==> config.mk <==
export PLATFORM = sky130hd
export DESIGN_NAME = datapath_mem_responder
export DESIGN_NICKNAME = d
export VERILOG_FILES = /design/src/rtl/datapath_mem_responder.sv
export SDC_FILE = /design/constraint.sdc
export NUM_CORES = 1
export LEC_CHECK = 0
export CAP_MARGIN = 25
export CORE_MARGIN = 8
export CORE_UTILIZATION = 45
export DETAILED_ROUTE_END_ITERATION = 10
export GPL_ROUTABILITY_DRIVEN = 0
export PLACE_DENSITY_LB_ADDON = 0.05
export SETUP_SLACK_MARGIN = 0.02
export SYNTH_ARGS = -nofsm -noshare
export SYNTH_HDL_FRONTEND = slang
export SYNTH_SLANG_ARGS = --single-unit
==> constraint.sdc <==
create_clock -name CLK -period 8.5 [get_ports CLK]
set_input_delay 1.7 -clock CLK [delete_from_list [all_inputs] [get_ports CLK]]
set_output_delay 1.7 -clock CLK [all_outputs]
set_load 0.02 [all_outputs]
==> src/rtl/datapath_mem_responder.sv <==
// Memory-side responder: serialises datapath fetch/load/store requests onto one RAM port.
// Optional one-entry instruction fetch buffer enabled by defining IFETCH_BUF_EN.
module datapath_mem_responder #(
    parameter int unsigned WAIT_MAX  = 255,
    parameter logic [31:0] LOAD_INIT = 32'h0
) (
    input  logic        CLK,
    input  logic        RST,
    input  logic        imemREN,
    input  logic [31:0] imemaddr,
    input  logic        dmemREN,
    input  logic        dmemWEN,
    input  logic [31:0] dmemaddr,
    input  logic [31:0] dmemstore,
    output logic        ihit,
    output logic [31:0] imemload,
    output logic        dhit,
    output logic [31:0] dmemload,
    output logic        ramREN,
    output logic        ramWEN,
    output logic [31:0] ramaddr,
    output logic [31:0] ramstore,
    input  logic        ram_ack,
    input  logic [31:0] ramload,
    output logic        mem_err
);

    localparam int unsigned DW = 32;
    localparam logic [DW-1:0] TIMEOUT_DATA = 32'hDEADBEEF;

    typedef enum logic [1:0] {IDLE, DACC, IACC, RESP} state_t;
    typedef enum logic [1:0] {OP_IF, OP_RD, OP_WR} op_t;

    state_t        state_q, state_d;
    op_t           op_q, op_d;
    logic          ihit_q, ihit_d, dhit_q, dhit_d;
    logic          ren_q, ren_d, wen_q, wen_d;
    logic          err_q, err_d;
    logic [DW-1:0] ramaddr_q, ramaddr_d, ramstore_q, ramstore_d;
    logic [DW-1:0] imemload_q, imemload_d, dmemload_q, dmemload_d;
    logic [DW-1:0] cnt_q, cnt_d, cnt_inc_c;
    logic          timeout_c;
    logic          buf_hit_c;
    logic [DW-1:0] buf_data_c;

`ifdef IFETCH_BUF_EN
    logic          buf_valid_q;
    logic [29:0]   buf_addr_q;
    logic [DW-1:0] buf_data_q;

    // Filled by every completed RAM fetch; invalidated by a store to the same word.
    always_ff @(posedge CLK or posedge RST) begin
        if (RST) begin
            buf_valid_q <= 1'b0;
            buf_addr_q  <= '0;
            buf_data_q  <= '0;
        end else if (state_q == IACC && ram_ack) begin
            buf_valid_q <= 1'b1;
            buf_addr_q  <= ramaddr_q[31:2];
            buf_data_q  <= ramload;
        end else if (state_q == DACC && op_q == OP_WR && ramaddr_q[31:2] == buf_addr_q) begin
            buf_valid_q <= 1'b0;
        end
    end

    assign buf_hit_c  = buf_valid_q && (imemaddr[31:2] == buf_addr_q);
    assign buf_data_c = buf_data_q;
`else
    assign buf_hit_c  = 1'b0;
    assign buf_data_c = '0;
`endif

    // Saturating wait counter; timeout fires on the cycle the count reaches WAIT_MAX.
    assign cnt_inc_c = (cnt_q == {DW{1'b1}}) ? cnt_q : cnt_q + DW'(1);
    assign timeout_c = (WAIT_MAX != 0) && (cnt_inc_c == DW'(WAIT_MAX));

    always_ff @(posedge CLK or posedge RST) begin
        if (RST) begin
            state_q    <= IDLE;
            op_q       <= OP_IF;
            ihit_q     <= 1'b0;
            dhit_q     <= 1'b0;
            ren_q      <= 1'b0;
            wen_q      <= 1'b0;
            err_q      <= 1'b0;
            ramaddr_q  <= '0;
            ramstore_q <= '0;
            imemload_q <= LOAD_INIT;
            dmemload_q <= LOAD_INIT;
            cnt_q      <= '0;
        end else begin
            state_q    <= state_d;
            op_q       <= op_d;
            ihit_q     <= ihit_d;
            dhit_q     <= dhit_d;
            ren_q      <= ren_d;
            wen_q      <= wen_d;
            err_q      <= err_d;
            ramaddr_q  <= ramaddr_d;
            ramstore_q <= ramstore_d;
            imemload_q <= imemload_d;
            dmemload_q <= dmemload_d;
            cnt_q      <= cnt_d;
        end
    end

    always_comb begin
        state_d    = state_q;
        op_d       = op_q;
        ihit_d     = 1'b0;
        dhit_d     = 1'b0;
        ren_d      = 1'b0;
        wen_d      = 1'b0;
        err_d      = err_q;
        ramaddr_d  = ramaddr_q;
        ramstore_d = ramstore_q;
        imemload_d = imemload_q;
        dmemload_d = dmemload_q;
        cnt_d      = cnt_q;
        unique case (state_q)
            IDLE: begin
                if (dmemWEN || dmemREN) begin
                    op_d       = dmemWEN ? OP_WR : OP_RD;
                    ramaddr_d  = {dmemaddr[31:2], 2'b00};
                    ramstore_d = dmemstore;
                    wen_d      = dmemWEN;
                    ren_d      = !dmemWEN;
                    cnt_d      = '0;
                    state_d    = DACC;
                end else if (imemREN && buf_hit_c) begin
                    op_d       = OP_IF;
                    ihit_d     = 1'b1;
                    imemload_d = buf_data_c;
                    state_d    = RESP;
                end else if (imemREN) begin
                    op_d      = OP_IF;
                    ramaddr_d = {imemaddr[31:2], 2'b00};
                    ren_d     = 1'b1;
                    cnt_d     = '0;
                    state_d   = IACC;
                end
            end
            DACC, IACC: begin
                if (ram_ack || timeout_c) begin
                    state_d = RESP;
                    ihit_d  = (op_q == OP_IF);
                    dhit_d  = (op_q != OP_IF);
                    err_d   = err_q || !ram_ack;
                    if (op_q == OP_IF) imemload_d = ram_ack ? ramload : TIMEOUT_DATA;
                    if (op_q == OP_RD) dmemload_d = ram_ack ? ramload : TIMEOUT_DATA;
                end else begin
                    ren_d = ren_q;
                    wen_d = wen_q;
                    cnt_d = cnt_inc_c;
                end
            end
            RESP:    state_d = IDLE;
            default: state_d = IDLE;
        endcase
    end

    assign ihit     = ihit_q;
    assign dhit     = dhit_q;
    assign ramREN   = ren_q;
    assign ramWEN   = wen_q;
    assign ramaddr  = ramaddr_q;
    assign ramstore = ramstore_q;
    assign imemload = imemload_q;
    assign dmemload = dmemload_q;
    assign mem_err  = err_q;

endmodule
### Word level (Yosys, flattened, before mapping)

Index checks and enable logic that the tools add are counted.

* flip-flop bits (word level): 169
* input port bits: 134
* output and inout port bits: 133
* logic and storage cells: 65

* $add $sub $neg: 1
* equality and inequality tests: 9
* multiplexer cells: 25
* reductions and logical operators: 18

Operators with widths (number)
* 2-to-1 mux 32 bit: 7
* one-hot mux 32 bit (2 select lines): 1
* adder 32 x 1 -> 32 bit, second input constant: 1
* equality test 32 bit, second input constant: 1
* equality test 32 x 8 -> 1 bit, second input constant: 1
* 2-to-1 mux 2 bit: 6
* AND reduction 3 bit: 3
* 2-to-1 mux 1 bit: 8
* AND reduction 2 bit: 4
* one-hot mux 2 bit (3 select lines): 1
* nonzero test 2 bit: 3
* equality test 2 x 1 -> 1 bit, second input constant: 2
* equality test 2 bit, second input constant: 2
* logical NOT 2 bit: 2
* != test 2 bit, second input constant: 2
* one-hot mux 1 bit (2 select lines): 2
* logical OR 1 bit: 3
* != test 3 bit, second input constant: 1
* logical NOT 1 bit: 2
* OR reduction 2 bit: 1

### Longest topological paths before layout

Gate-level depths: netlist of the first run.

* depth in word-level cells: 6
* mapped depth: 14
* mapped depth without buffers: 11

### Worst setup path after synthesis of the first run

Ideal clock, no wire load.

* kind: register to register
* start: reg cnt_q[0]
* end: reg imemload_q[11] (netlist: imemload[11])
* library setup time: 65 ps
* data arrival time: 3322 ps
* data required time: 8435 ps
* path slack: 5112 ps
* stages on the path, launching flop included: 14
* buffers on the path: 2
* clock period less this slack: 3388 ps
* cell sequence: dfrtp_1 -> ha_1 -> nand4_1 -> or4_1 -> a2111oi_2 -> xnor2_1 -> o2111ai_1 -> a2111oi_4 -> a21oi_1 -> or4_1 -> buf_6 -> clkinv_4 -> buf_6 -> o22a_1

* cells in the longest elaborated chain, start to end: 5
* elaborated cells between the ends (all ways): 6
* those cells by class: add/sub (1); eq/ne (2); mux (1); reduce/logical (2)

RTL lines
* start: declaration: RTL line 41 `logic [DW-1:0] cnt_q, cnt_d, cnt_inc_c;`
* start signal: assignment: RTL line 103 `cnt_q <= cnt_d;`
* adder 32 x 1 -> 32 bit / equality test 32 bit (equally long branches): RTL line 74 `assign cnt_inc_c = (cnt_q == {DW{1'b1}}) ? cnt_q : cnt_q + DW'(1);`
* 2-to-1 mux 32 bit (*): RTL line 74
* equality test 32 x 8 -> 1 bit (*): RTL line 75 `assign timeout_c = (WAIT_MAX != 0) && (cnt_inc_c == DW'(WAIT_MAX));`
* logical OR 1 bit (*): RTL line 144 `if (ram_ack || timeout_c) begin`
* AND reduction 3 bit (no line) (*)
* end signal: assignment: RTL line 101 `imemload_q <= imemload_d;`
* end: declaration: RTL line 40 `logic [DW-1:0] imemload_q, imemload_d, dmemload_q, dmemload_d;`

Mark *: on every way between the ends. The rest lies on a longest branch, timed or not.
A chain may end at the register's enable or synchronous reset.

### Final worst setup path of the first run

* start: reg cnt_q[15]
* end: reg imemload_q[9] (netlist: imemload[9])

The elaborated chain is that of the path after synthesis.

==> summary.md, run 1 <==
For this run, the number of Yosys warnings is 0. In this run the clock root is driven by a sky130_fd_sc_hd__clkbuf_16. The finished cells cover 11,200 um2. The final setup violation count was 0; the post-synthesis instance area was 7800 um2. The tools report the top achievable clock speed as 223 MHz.

In this run, distinct cell masters in the synthesized netlist total 77. The routed layout has 6,556 vias. The initial utilization of the core area, before any placement, comes to 45.6%. A synthesized cell averages 11.4 um2. Worst-case headroom to the max-slew limit: 34.8%. Post-route non-filler standard cell count: 1,158. Setup repair after global routing left no endpoint under its margin. For this design the top-level I/O count stands at 267. Buffers inserted to repair hold after CTS numbered 0. After clock tree synthesis, the clock-pin slew on the worst setup and hold paths is 0.06 ns. Buffers added to address setup during post-CTS repair amount to 0. The aggregate global routing overflow came out at 0. The placed instances occupy a cell area of 10,500 um2.

The floorplan has 48 rows. The data required time at the worst endpoint was 8.85 ns; the largest net degree at the start of global routing was 90. Summed over all failing endpoints, the final setup total negative slack is 0 ns. The HPWL after detailed placement is 17,600 um. The all-layer global routing usage is 21.6%. The critical path startpoint is cnt_q[15].

After detailed routing, the number of vias per cell comes to 5.66. The final critical path takes up 52.8% of the cycle. The capturing element type of the critical path is a flop. The total power divided by cell area works out to 357 nW/um2. The clock drives 167 sinks.

The first detailed-routing pass ran for 5 iterations. The number of gates resized after CTS is 0, and the hold-critical path depth is 2. The startpoint identified for the worst hold timing path is ramaddr[6].

Across all register-to-register paths, the minimum setup slack is 4.01 ns. Startpoint kind of the worst setup timing path: a flop. In the final design database the tool counted 1,057 nets.

The library cell used most frequently in the layout, excluding fill and tap cells, is sky130_fd_sc_hd__clkdlybuf4s50_1. The first global-routing pass estimated 37,600 um of wire. At the later pin of the worst-skew pair, clock insertion delay measures 0.41 ns. The first routing iteration left 365 violations. The run finished with clean final reports.

For this run, asynchronously set or reset flops after synthesis account for 100%. Gate count of the mapped netlist: 684. Across the VDD grid, the largest voltage drop is 0.000220 V.

The region available for standard cell placement spans 17,100 um2. The share of cells above drive strength 1 was 11.1%; the number of placed instances with taps included was 1,122. The run gives 0 as the reported max-cap violation count. The run gives 0 as the final-report hold violation count. Buffers inserted during clock tree synthesis total 17.

The run gives 0 as the number of antenna violations at the first check in global routing. At the pin with the least slew margin, the transition time is 0.976 ns. After layout, the minimum clock period comes to 4.49 ns.

Counting along the longest clock path gives a buffer depth of 2. The final layout contains routed wiring with a total length of 23,600 um. The number of input and output port buffers inserted was 260; the height of the die was 148 um. For the final database, setup skew stands at 0.00808 ns.

The run gives 0 as the number of max-slew violations in the final report. The worst setup path category was reg2reg. The maximum level of the CTS H-tree was 4; the horizontal extent of the die was 148 um.

The post-route total power came out at 3.98 mW. In this run the static leakage power is 4.46 nW. The depth of the most critical reg-to-reg path is 10. The tools report the worst reg2reg path endpoint as imemload[9]. Register bit total from synthesis: 167. Yosys mapped a number of flops with a built-in enable equal to 0. The floorplan step defined a die boundary enclosing 21,800 um2. The min-delay analysis places its worst path in the category reg2reg. The synthesis-to-finish area growth was 43.0%. In this run the remaining antenna-violating nets after routing total 0. Via count of the first global-routing pass: 6,794. Dividing the detail-routed wire length by the instance count gives 20.4 um. Along the worst path, the maximum fanout reaches 25.

Data on the critical path arrives at its endpoint at 4.84 ns. TritonCTS built the clock tree. The end point of the most critical hold path was ramaddr[6].

The run gives 0 as the total inserted antenna cells. The tools report the startpoint of the worst-slack reg-to-reg timing path as cnt_q[15]. Summing the sequential cell areas from Yosys gives 53.6% of the chip area.

At the end of the flow the core is filled with cells to 65.2%. In the layout the commonest cells are 260 x sky130_fd_sc_hd__clkdlybuf4s50_1, 167 x sky130_fd_sc_hd__dfrtp_1, 72 x sky130_fd_sc_hd__nand2_1. After detailed routing, the number of remaining DRC violations is 0. For this run, the leading register cell type out of synthesis is sky130_fd_sc_hd__dfrtp_1.
## metrics by stage
step	setup slack, ns	hold slack [ns]
6_report	4.01	0.480
5_1_grt	3.74	0.501
4_1_cts	3.55	0.487
3_5_place_dp	3.59	0.471
3_3_place_gp	3.64	0.462
2_1_floorplan	2.28	0.483
## where the power goes
part,internal [mW],leakage [nW],switching [mW]
combinational,0.886,2.14,1.03
clock,0.462,0.285,0.303
sequential,1.12,2.04,0.180
## worst max-delay path by stage
stage                              end  slack [ns]  cells past startpoint
after floorplan               cnt_q[0]        2.28                      1
after global placement    imemload[15]        3.64                     11
after detailed placement  imemload[26]        3.59                     11
after CTS                 imemload[26]        3.55                     11
after global routing       imemload[2]        3.74                     11
final                      imemload[9]        4.01                     10
## critical path, stage by stage (launching register included)
cell	delay [ns]
sky130_fd_sc_hd__dfrtp_1	0.56
sky130_fd_sc_hd__nand4_1	0.25
sky130_fd_sc_hd__nor3_2	0.58
sky130_fd_sc_hd__and3_1	0.67
sky130_fd_sc_hd__o211ai_1	0.25
sky130_fd_sc_hd__nor4_1	0.33
sky130_fd_sc_hd__and4_1	0.35
sky130_fd_sc_hd__a21oi_1	0.28
sky130_fd_sc_hd__or4_1	0.71
sky130_fd_sc_hd__clkinv_4	0.28
sky130_fd_sc_hd__o22a_1	0.17
## final cells by class
class / instances / area (um2)
Sequential cell: 167 / 4180
Fill cell: 1325 / 5960
Tap cell: 225 / 282
Clock buffer: 20 / 437
Clock inverter: 12 / 151
Inverter: 11 / 51.3
Multi-Input combinational cell: 455 / 3350
Timing Repair Buffer: 268 / 2710
## metal layers
metal / track usage [%] / vias to the layer above / share of wire (%)
li1: - / 3042 / -
met1: 26.3 / 3162 / 39
met2: 36.1 / 312 / 50
met3: 5.20 / 40 / 8.3
met4: 9.13 / 0 / 2.8
met5: 0 / - / 0
## synthesized netlist by cell type, types with 4 or more instances
cell                         n  area share [%]
sky130_fd_sc_hd__nand2_1    72             3.5
sky130_fd_sc_hd__nand3_1    16             1.0
sky130_fd_sc_hd__mux2i_1    34             4.4
sky130_fd_sc_hd__o31ai_1    18             1.7
sky130_fd_sc_hd__nand4_1    11            0.88
sky130_fd_sc_hd__nor4_1      5            0.40
sky130_fd_sc_hd__o311ai_1    8            0.90
sky130_fd_sc_hd__clkbuf_1   26             1.3
sky130_fd_sc_hd__mux2_2     34             4.9
sky130_fd_sc_hd__dfrtp_1   167              54
sky130_fd_sc_hd__xnor2_1     6            0.67
sky130_fd_sc_hd__inv_1       9            0.43
sky130_fd_sc_hd__and3_1      8            0.64
sky130_fd_sc_hd__a22o_1     16             1.8
sky130_fd_sc_hd__nor2b_1     4            0.32
sky130_fd_sc_hd__o211ai_1    9            0.87
sky130_fd_sc_hd__o21ai_0    40             2.6
sky130_fd_sc_hd__a21oi_1     6            0.39
sky130_fd_sc_hd__o22a_1     48             5.4
sky130_fd_sc_hd__nand2b_1    5            0.40
sky130_fd_sc_hd__buf_2      12            0.77
sky130_fd_sc_hd__and4_1      5            0.56
sky130_fd_sc_hd__or2_2       4            0.32
sky130_fd_sc_hd__o22ai_1     4            0.32
sky130_fd_sc_hd__or3_1       4            0.32
sky130_fd_sc_hd__buf_1       5            0.24
sky130_fd_sc_hd__nor3_1      5            0.32
sky130_fd_sc_hd__buf_4       5            0.48
sky130_fd_sc_hd__nor2_1     18            0.87
## flip-flops by register name (all words and copies together) (netlist names)
name	cells
cnt_q	32
dhit	1
dmemload	32
ihit	1
imemload	32
mem_err	1
op_q	2
ramREN	1
ramWEN	1
ramaddr	30
ramstore	32
state_q	2
## logic make-up after synthesis
kind of cell | count (synthesis) | share of synthesized area [%]
AOI/OAI and AO/OA | 187 | 18.4
other | 1 | 0.0481
and+or+nand+nor | 186 | 13.3
buffers and inverters | 63 | 3.88
DFF | 167 | 53.6
adders and majority gates | 3 | 0.481
muxes | 68 | 9.27
xor gates and xnor gates | 9 | 1.01
No activity file was read; power rests on OpenSTA's default activity.
==> inputs of run 2 (changes only) <==
CORE_UTILIZATION = 41   (was 45)
clock period = 3.8 ns   (was 8.5 ns; I/O delays follow)
==> summary.md, run 2 (synthesized netlist as in run 1, its figures left out) <==
The flow ran to the end, and the final reports show no timing, DRC or antenna violations. Net switching share of the total power: 37.8% (was 38.0%). For the hold-fix buffer count after cts, the log shows 0 (unchanged).

The tools report the total detailed-routing wirelength as 24,200 um (was 23,600 um). For the top-level I/O count, the log shows 267 (unchanged). The critical path's top delay family is simple AND/OR/NAND/NOR gates (unchanged). For the top achievable clock speed, the log shows 281 MHz (was 223 MHz).

For the worst-case clock skew, the log shows 0.0103 ns (was 0.00808 ns). The maximum level of the CTS H-tree is 4 (unchanged), and the half-perimeter wire length of the detailed placement result is 18,500 um (was 17,600 um). The run gives 0.483 ns (was 0.480 ns) as the minimum hold slack. The tools report the later-pin clock latency in the skew report as 0.43 ns (was 0.41 ns). The worst setup path category is reg2reg (unchanged).

The height of the die works out to 154 um (was 148 um). Critical path cell sequence: nand4_1, nor3_2, and3_1, o211ai_1, nor4_2, and4_2, a21oi_1, or4_1, buf_4, a22o_1 (was nand4_1, nor3_2, and3_1, o211ai_1, nor4_1, and4_1, a21oi_1, or4_1, clkinv_4, o22a_1). The switching power came out at 3.45 mW (was 1.51 mW). The logs give 9.14 mW (was 3.98 mW) for the post-route total power and 31.7% (was 32.7%) for the sequential group share of total power. Most frequent standard cell in the layout excluding fill and tap cells: sky130_fd_sc_hd__clkdlybuf4s50_1 (unchanged). The part of the total power dissipated in the clock network was 20.6% (was 19.2%).

The number of vias in the routed layout is 6,729 (was 6,556), and the starting utilization of the core area is 41.7% (was 45.6%). The synthesis-to-finish area growth is 46.7% (was 43.0%). Capturing element type of the critical path: a flop (unchanged). The largest voltage drop on the vdd net came out at 0.000414 V (was 0.000220 V). The total negative slack for setup checks is 0 ns (unchanged), and the leakage power is 4.63 nW (was 4.46 nW).

The logs give 23,700 um2 (was 21,800 um2) for the die area and 10,800 um2 (was 10,500 um2) for the post-place instance area. The type of the tightest min-delay check was reg2reg (unchanged). The largest net degree at the start of global routing came out at 65 (was 90).

The run gives 38,200 um (was 37,600 um) as the wire length of the first global-routing pass. Clock root buffer: sky130_fd_sc_hd__clkbuf_16 (unchanged). The number of filler cells placed in the layout came out at 1,465 (was 1,325). The logs give 20.1% (was 21.6%) for the all-layer global routing usage and 2 (unchanged) for the maximum buffer depth of the clock tree. The number of antenna violations at the first check in global routing was 1 (was 0). The run gives 17 (unchanged) as the number of buffers created by CTS. The clock sink total was 167 (unchanged).

Time the worst path needs with I/O delays and setup: 3.55 ns (was 4.49 ns). The horizontal extent of the die was 154 um (was 148 um). Leading cell types in the layout, fill and taps excluded: 260 x sky130_fd_sc_hd__clkdlybuf4s50_1, 167 x sky130_fd_sc_hd__dfrtp_1, 72 x sky130_fd_sc_hd__nand2_1 (unchanged).

The number of placed instances with taps included was 1,165 (was 1,122). The transition time at the pin with the least slew margin came out at 0.917 ns (was 0.976 ns). The maximum fanout along the worst path was 8 (was 25). The total power divided by cell area is 799 nW/um2 (was 357 nW/um2), and the number of iterations in the first detailed-routing pass is 5 (unchanged). The internal power came out at 5.69 mW (was 2.47 mW). The share of cells above drive strength 1 works out to 14.2% (was 11.1%). The combinational share of power is 47.6% (was 48.1%). The run gives 6,846 (was 6,794) as the via count of the first global-routing pass.

Data required time at the worst endpoint: 4.11 ns (was 8.85 ns). The number of gates resized after CTS was 0 (unchanged); the number of input and output port buffers inserted was 260 (unchanged). Number of max-slew violations in the final report: 0 (unchanged).

Standard cell with the maximum stage delay on the critical path: sky130_fd_sc_hd__nor3_2 (was sky130_fd_sc_hd__or4_1). For the core utilization of the finished layout, the log shows 61.2% (was 65.2%). The startpoint kind of the worst setup timing path was a flop (unchanged).

For the signal arrival time at the worst endpoint, the log shows 3.86 ns (was 4.84 ns). Floorplan core area: 18,700 um2 (was 17,100 um2). TritonCTS built the clock tree.

The wire length per cell was 20.3 um (was 20.4 um); the worst-case headroom to the max-slew limit was 38.7% (was 34.8%). The run gives 0.247 ns (was 4.01 ns) as the final worst setup slack. The clock slew at the register clock pins of the worst setup and hold paths works out to 0.06 ns (about the same). The tools report the number of routed nets with antenna violations as 0 (unchanged).

The detailed-route vias per instance is 5.62 (was 5.66), and the detailed router's first-iteration violation count is 493 (was 365). Post-detailed-route DRC marker count: 0 (unchanged). The pre-CTS setup slack is 0.286 ns (was 3.59 ns). The final setup violation count is 0 (unchanged), and the aggregate global routing overflow is 0 (unchanged). Setup repair after global routing left no endpoint under its margin. The final worst-path cycle share works out to 93.5% (was 52.8%).

The highest cell delay on the worst timing path works out to 0.56 ns (was 0.71 ns). The run gives 0 (unchanged) as the number of post-CTS setup repair buffers. The number of buffers and inverters on the critical path works out to 1 (unchanged). The final non-filler cell area is 11,400 um2 (was 11,200 um2), and the flop-to-flop setup slack is 0.25 ns (was 4.01 ns). Final-report hold violation count: 0 (unchanged). The floorplan row count was 50 (was 48); the reported max-cap violation count was 0 (unchanged). The tools report the final-stage net count as 1,087 (was 1,057). For the post-route non-filler standard cell count, the log shows 1,197 (was 1,158).
-- run 2: cell count changes in the layout (fill, tap and decap cells not counted), moves of 2 or more --
cell,before,now
sky130_fd_sc_hd__buf_4,4,35
sky130_fd_sc_hd__buf_12,0,3
sky130_fd_sc_hd__inv_8,0,2
sky130_fd_sc_hd__buf_16,2,0
sky130_fd_sc_hd__clkinv_2,4,1
sky130_fd_sc_hd__clkbuf_8,0,2
sky130_fd_sc_hd__clkbuf_1,3,0
-- run 2: path summary, 6_finish.rpt --
| check | startpoint | end | cells after the start |
|---|---|---|---|
| min | dmemload[27] | dmemload[27] | 1 |
| min in group asynchronous | RST | ramstore[22] | 2 |
| max | cnt_q[16] | imemload[8] | 10 |
| max in group asynchronous | RST | imemload[5] | 3 |
| min reg2reg | dmemload[27] | dmemload[27] | 1 |
| max reg2reg | cnt_q[16] | imemload[8] | 10 |
-- run 2: final cells by class --
cell class | instances | area [um2] | area share (%)
sequential | 167 | 4180 | 36.5
multi-input combinational | 455 | 3350 | 29.3
timing repair buffer | 298 | 2930 | 25.6
clock buffer | 19 | 453 | 3.96
tap | 234 | 293 | 2.56
clock inverter | 12 | 189 | 1.65
inverter | 11 | 50.0 | 0.437
antenna | 1 | 2.50 | 0.0219
-- run 2: power groups by stage --
stage          sequential, mW  combinational [mW]  clock [mW]
2_1_floorplan            3.72                1.46           0
3_3_place_gp             2.89                4.31           0
3_5_place_dp             2.93                4.39           0
4_1_cts                  2.90                4.40        1.92
5_1_grt                  2.99                4.63        2.01
6_report                 2.90                4.36        1.89
-- run 2: layer usage --
layer / vias up / routed length [um] / track usage (%)
met4: 0 / 466 / 6.21
li1: 3095 / - / -
met3: 40 / 1910 / 5.52
met1: 3269 / 9770 / 24.6
met5: - / 0 / 0
met2: 325 / 12100 / 34.0
==> inputs of run 3 (changes only) <==
SETUP_SLACK_MARGIN = default   (was 0.02)
==> summary.md, run 3 (synthesized netlist as in run 1, its figures left out) <==
The tools report the area used by sequential logic in the layout as 4180 um2 (unchanged). The run gives 61.1% (was 61.2%) as the core utilization of the finished layout. The total detailed-routing wirelength is 24,200 um (about the same). Maximum buffer depth of the clock tree: 2 (unchanged). The standard cell with the maximum stage delay on the critical path is sky130_fd_sc_hd__or4_1 (was sky130_fd_sc_hd__nor3_2).

Top-level I/O count: 267 (unchanged). The total power divided by cell area was 800 nW/um2 (was 799 nW/um2); the number of input and output port buffers inserted was 260 (unchanged). The largest net degree at the start of global routing is 65 (unchanged), and the number of gates resized after CTS is 0 (unchanged).

The logs give 284 MHz (was 281 MHz) for the top achievable clock speed and 20.1% (unchanged) for the all-layer global routing usage. The clock root buffer is sky130_fd_sc_hd__clkbuf_16 (unchanged). Leading cell types in the layout, fill and taps excluded: 260 x sky130_fd_sc_hd__clkdlybuf4s50_1, 167 x sky130_fd_sc_hd__dfrtp_1, 72 x sky130_fd_sc_hd__nand2_1 (unchanged). The run gives 4.63 nW (about the same) as the leakage power. Setup repair after global routing left no endpoint under its margin. The run gives 167 (unchanged) as the clock sink total. The die area is 23,700 um2 (unchanged). TritonCTS built the clock tree. The wire length of the first global-routing pass came out at 38,200 um (unchanged). Total negative slack for setup checks: 0 ns (unchanged).

The logs give 5 (unchanged) for the number of iterations in the first detailed-routing pass and 18,700 um2 (unchanged) for the floorplan core area. The synthesis-to-finish area growth is 46.6% (was 46.7%). The maximum fanout along the worst path was 8 (unchanged); the number of buffers and inverters on the critical path was 2 (was 1). The number of post-CTS setup repair buffers was 0 (unchanged). The tools report the aggregate global routing overflow as 0 (unchanged).

The time the worst path needs with I/O delays and setup was 3.53 ns (was 3.55 ns); the horizontal extent of the die was 154 um (unchanged). The tools report the maximum level of the CTS H-tree as 4 (unchanged). Critical path's top delay family: simple AND/OR/NAND/NOR gates (unchanged).

Critical path cell sequence: nand4_2, buf_4, nor4_2, nand3_1, and4_1, nor4_1, and4_2, a21oi_1, or4_1, buf_4, a22o_1 (was nand4_1, nor3_2, and3_1, o211ai_1, nor4_2, and4_2, a21oi_1, or4_1, buf_4, a22o_1). The capturing element type of the critical path was a flop (unchanged). The transition time at the pin with the least slew margin was 0.917 ns (about the same); the worst-case clock skew was 0.0102 ns (was 0.0103 ns). The hold-fix buffer count after cts is 0 (unchanged). The area used by multi-input combinational logic was 3340 um2 (was 3350 um2).

The run gives 50 (unchanged) as the floorplan row count. Cell type with the highest occurrence count on the critical path: sky130_fd_sc_hd__buf_4. Wire length per cell: 20.2 um (was 20.3 um). The most frequent standard cell in the layout excluding fill and tap cells is sky130_fd_sc_hd__clkdlybuf4s50_1 (unchanged). The tools report the starting utilization of the core area as 41.7% (unchanged).

The tools report the startpoint kind of the worst setup timing path as a flop (unchanged). The via count of the first global-routing pass was 6,846 (unchanged); the reported max-cap violation count was 0 (unchanged). The final-report hold violation count came out at 0 (unchanged).

For the final-stage net count, the log shows 1,087 (unchanged). The run gives 0.483 ns (about the same) as the minimum hold slack. Number of routed nets with antenna violations: 0 (unchanged). The number of filler cells placed in the layout came out at 1,465 (unchanged). The number of vias in the routed layout was 6,714 (was 6,729).

The tools report the half-perimeter wire length of the detailed placement result as 18,500 um (unchanged). The final worst-path cycle share is 92.8% (was 93.5%), and the detailed router's first-iteration violation count is 498 (was 493). The clock slew at the register clock pins of the worst setup and hold paths is 0.06 ns (about the same), and the height of the die is 154 um (unchanged). The logs give 4.11 ns (about the same) for the data required time at the worst endpoint and 38.7% (about the same) for the worst-case headroom to the max-slew limit. For the final setup violation count, the log shows 0 (unchanged).

The number of buffers created by CTS was 17 (unchanged); the number of max-slew violations in the final report was 0 (unchanged). For the signal arrival time at the worst endpoint, the log shows 3.83 ns (was 3.86 ns). The detailed-route vias per instance was 5.61 (was 5.62); the pre-CTS setup slack was 0.286 ns (unchanged). The type of the tightest min-delay check was reg2reg (unchanged). The share of cells above drive strength 1 is 14.1% (was 14.2%), and the number of antenna violations at the first check in global routing is 1 (unchanged). The worst setup path category is reg2reg (unchanged). The largest voltage drop on the vdd net was 0.000415 V (was 0.000414 V); the final worst setup slack was 0.274 ns (was 0.247 ns).

The post-detailed-route DRC marker count is 0 (unchanged). The highest cell delay on the worst timing path was 0.49 ns (was 0.56 ns); the later-pin clock latency in the skew report was 0.43 ns (about the same). The flow ran to the end, and the final reports show no timing, DRC or antenna violations.
## run 3: cell count changes in the layout (fill, tap and decap cells not counted)
cell | previous run | this run
sky130_fd_sc_hd__nor4_2 | 3 | 2
sky130_fd_sc_hd__nor4_1 | 4 | 5
## run 3: final timing paths
kind | from | depth (start not counted) | slack (ns) | to
min reg2reg | dmemload[27] | 1 | 0.48 | dmemload[27]
min | dmemload[27] | 1 | 0.48 | dmemload[27]
min in group asynchronous | RST | 2 | 0.71 | ramstore[22]
max | cnt_q[7] | 11 | 0.27 | imemload[8]
max reg2reg | cnt_q[7] | 11 | 0.27 | imemload[8]
max in group asynchronous | RST | 3 | 2.39 | imemload[5]
## run 3: power breakdown
group          total [mW]  internal (mW)  switching [mW]
Clock                1.88           1.15           0.737
Sequential           2.90           2.50           0.398
Combinational        4.36           2.04            2.32
## run 3: worst reg2reg max path, cell delays in order (launching register included)
cell and delay (ns):
sky130_fd_sc_hd__dfrtp_1 0.47, sky130_fd_sc_hd__nand4_2 0.16, sky130_fd_sc_hd__buf_4 0.19, sky130_fd_sc_hd__nor4_2 0.44, sky130_fd_sc_hd__nand3_1 0.25, sky130_fd_sc_hd__and4_1 0.28, sky130_fd_sc_hd__nor4_1 0.25, sky130_fd_sc_hd__and4_2 0.33
sky130_fd_sc_hd__a21oi_1 0.10, sky130_fd_sc_hd__or4_1 0.49, sky130_fd_sc_hd__buf_4 0.21, sky130_fd_sc_hd__a22o_1 0.24
## run 3: stage by stage
| step | power [mW] | instances | area, um2 |
|---|---|---|---|
| after global routing | 9.63 | 1197 | 11400 |
| after global placement | 7.20 | 1165 | 10800 |
| after detailed placement | 7.33 | 1165 | 10800 |
| after CTS | 9.22 | 1196 | 11400 |
| final | 9.15 | 1197 | 11400 |
| after floorplan | 5.18 | 685 | 7810 |
## run 3: area by class of cell
cell class              instances  share of cell area [%]
diodes                          1                  0.0219
clock buffers                  19                    3.96
clock inverters                12                    1.65
inverters                      11                   0.438
multi-input cells             455                    29.2
flip-flops and latches        167                    36.6
well taps                     234                    2.56
repair buffers                298                    25.6
## run 3: per-layer routing
layer	vias up	global-route usage, %	share of wire, %
met5	-	0	0
met4	0	6.21	2.1
met3	47	5.52	8.2
met2	324	34.0	50
met1	3250	24.6	40
li1	3093	-	-
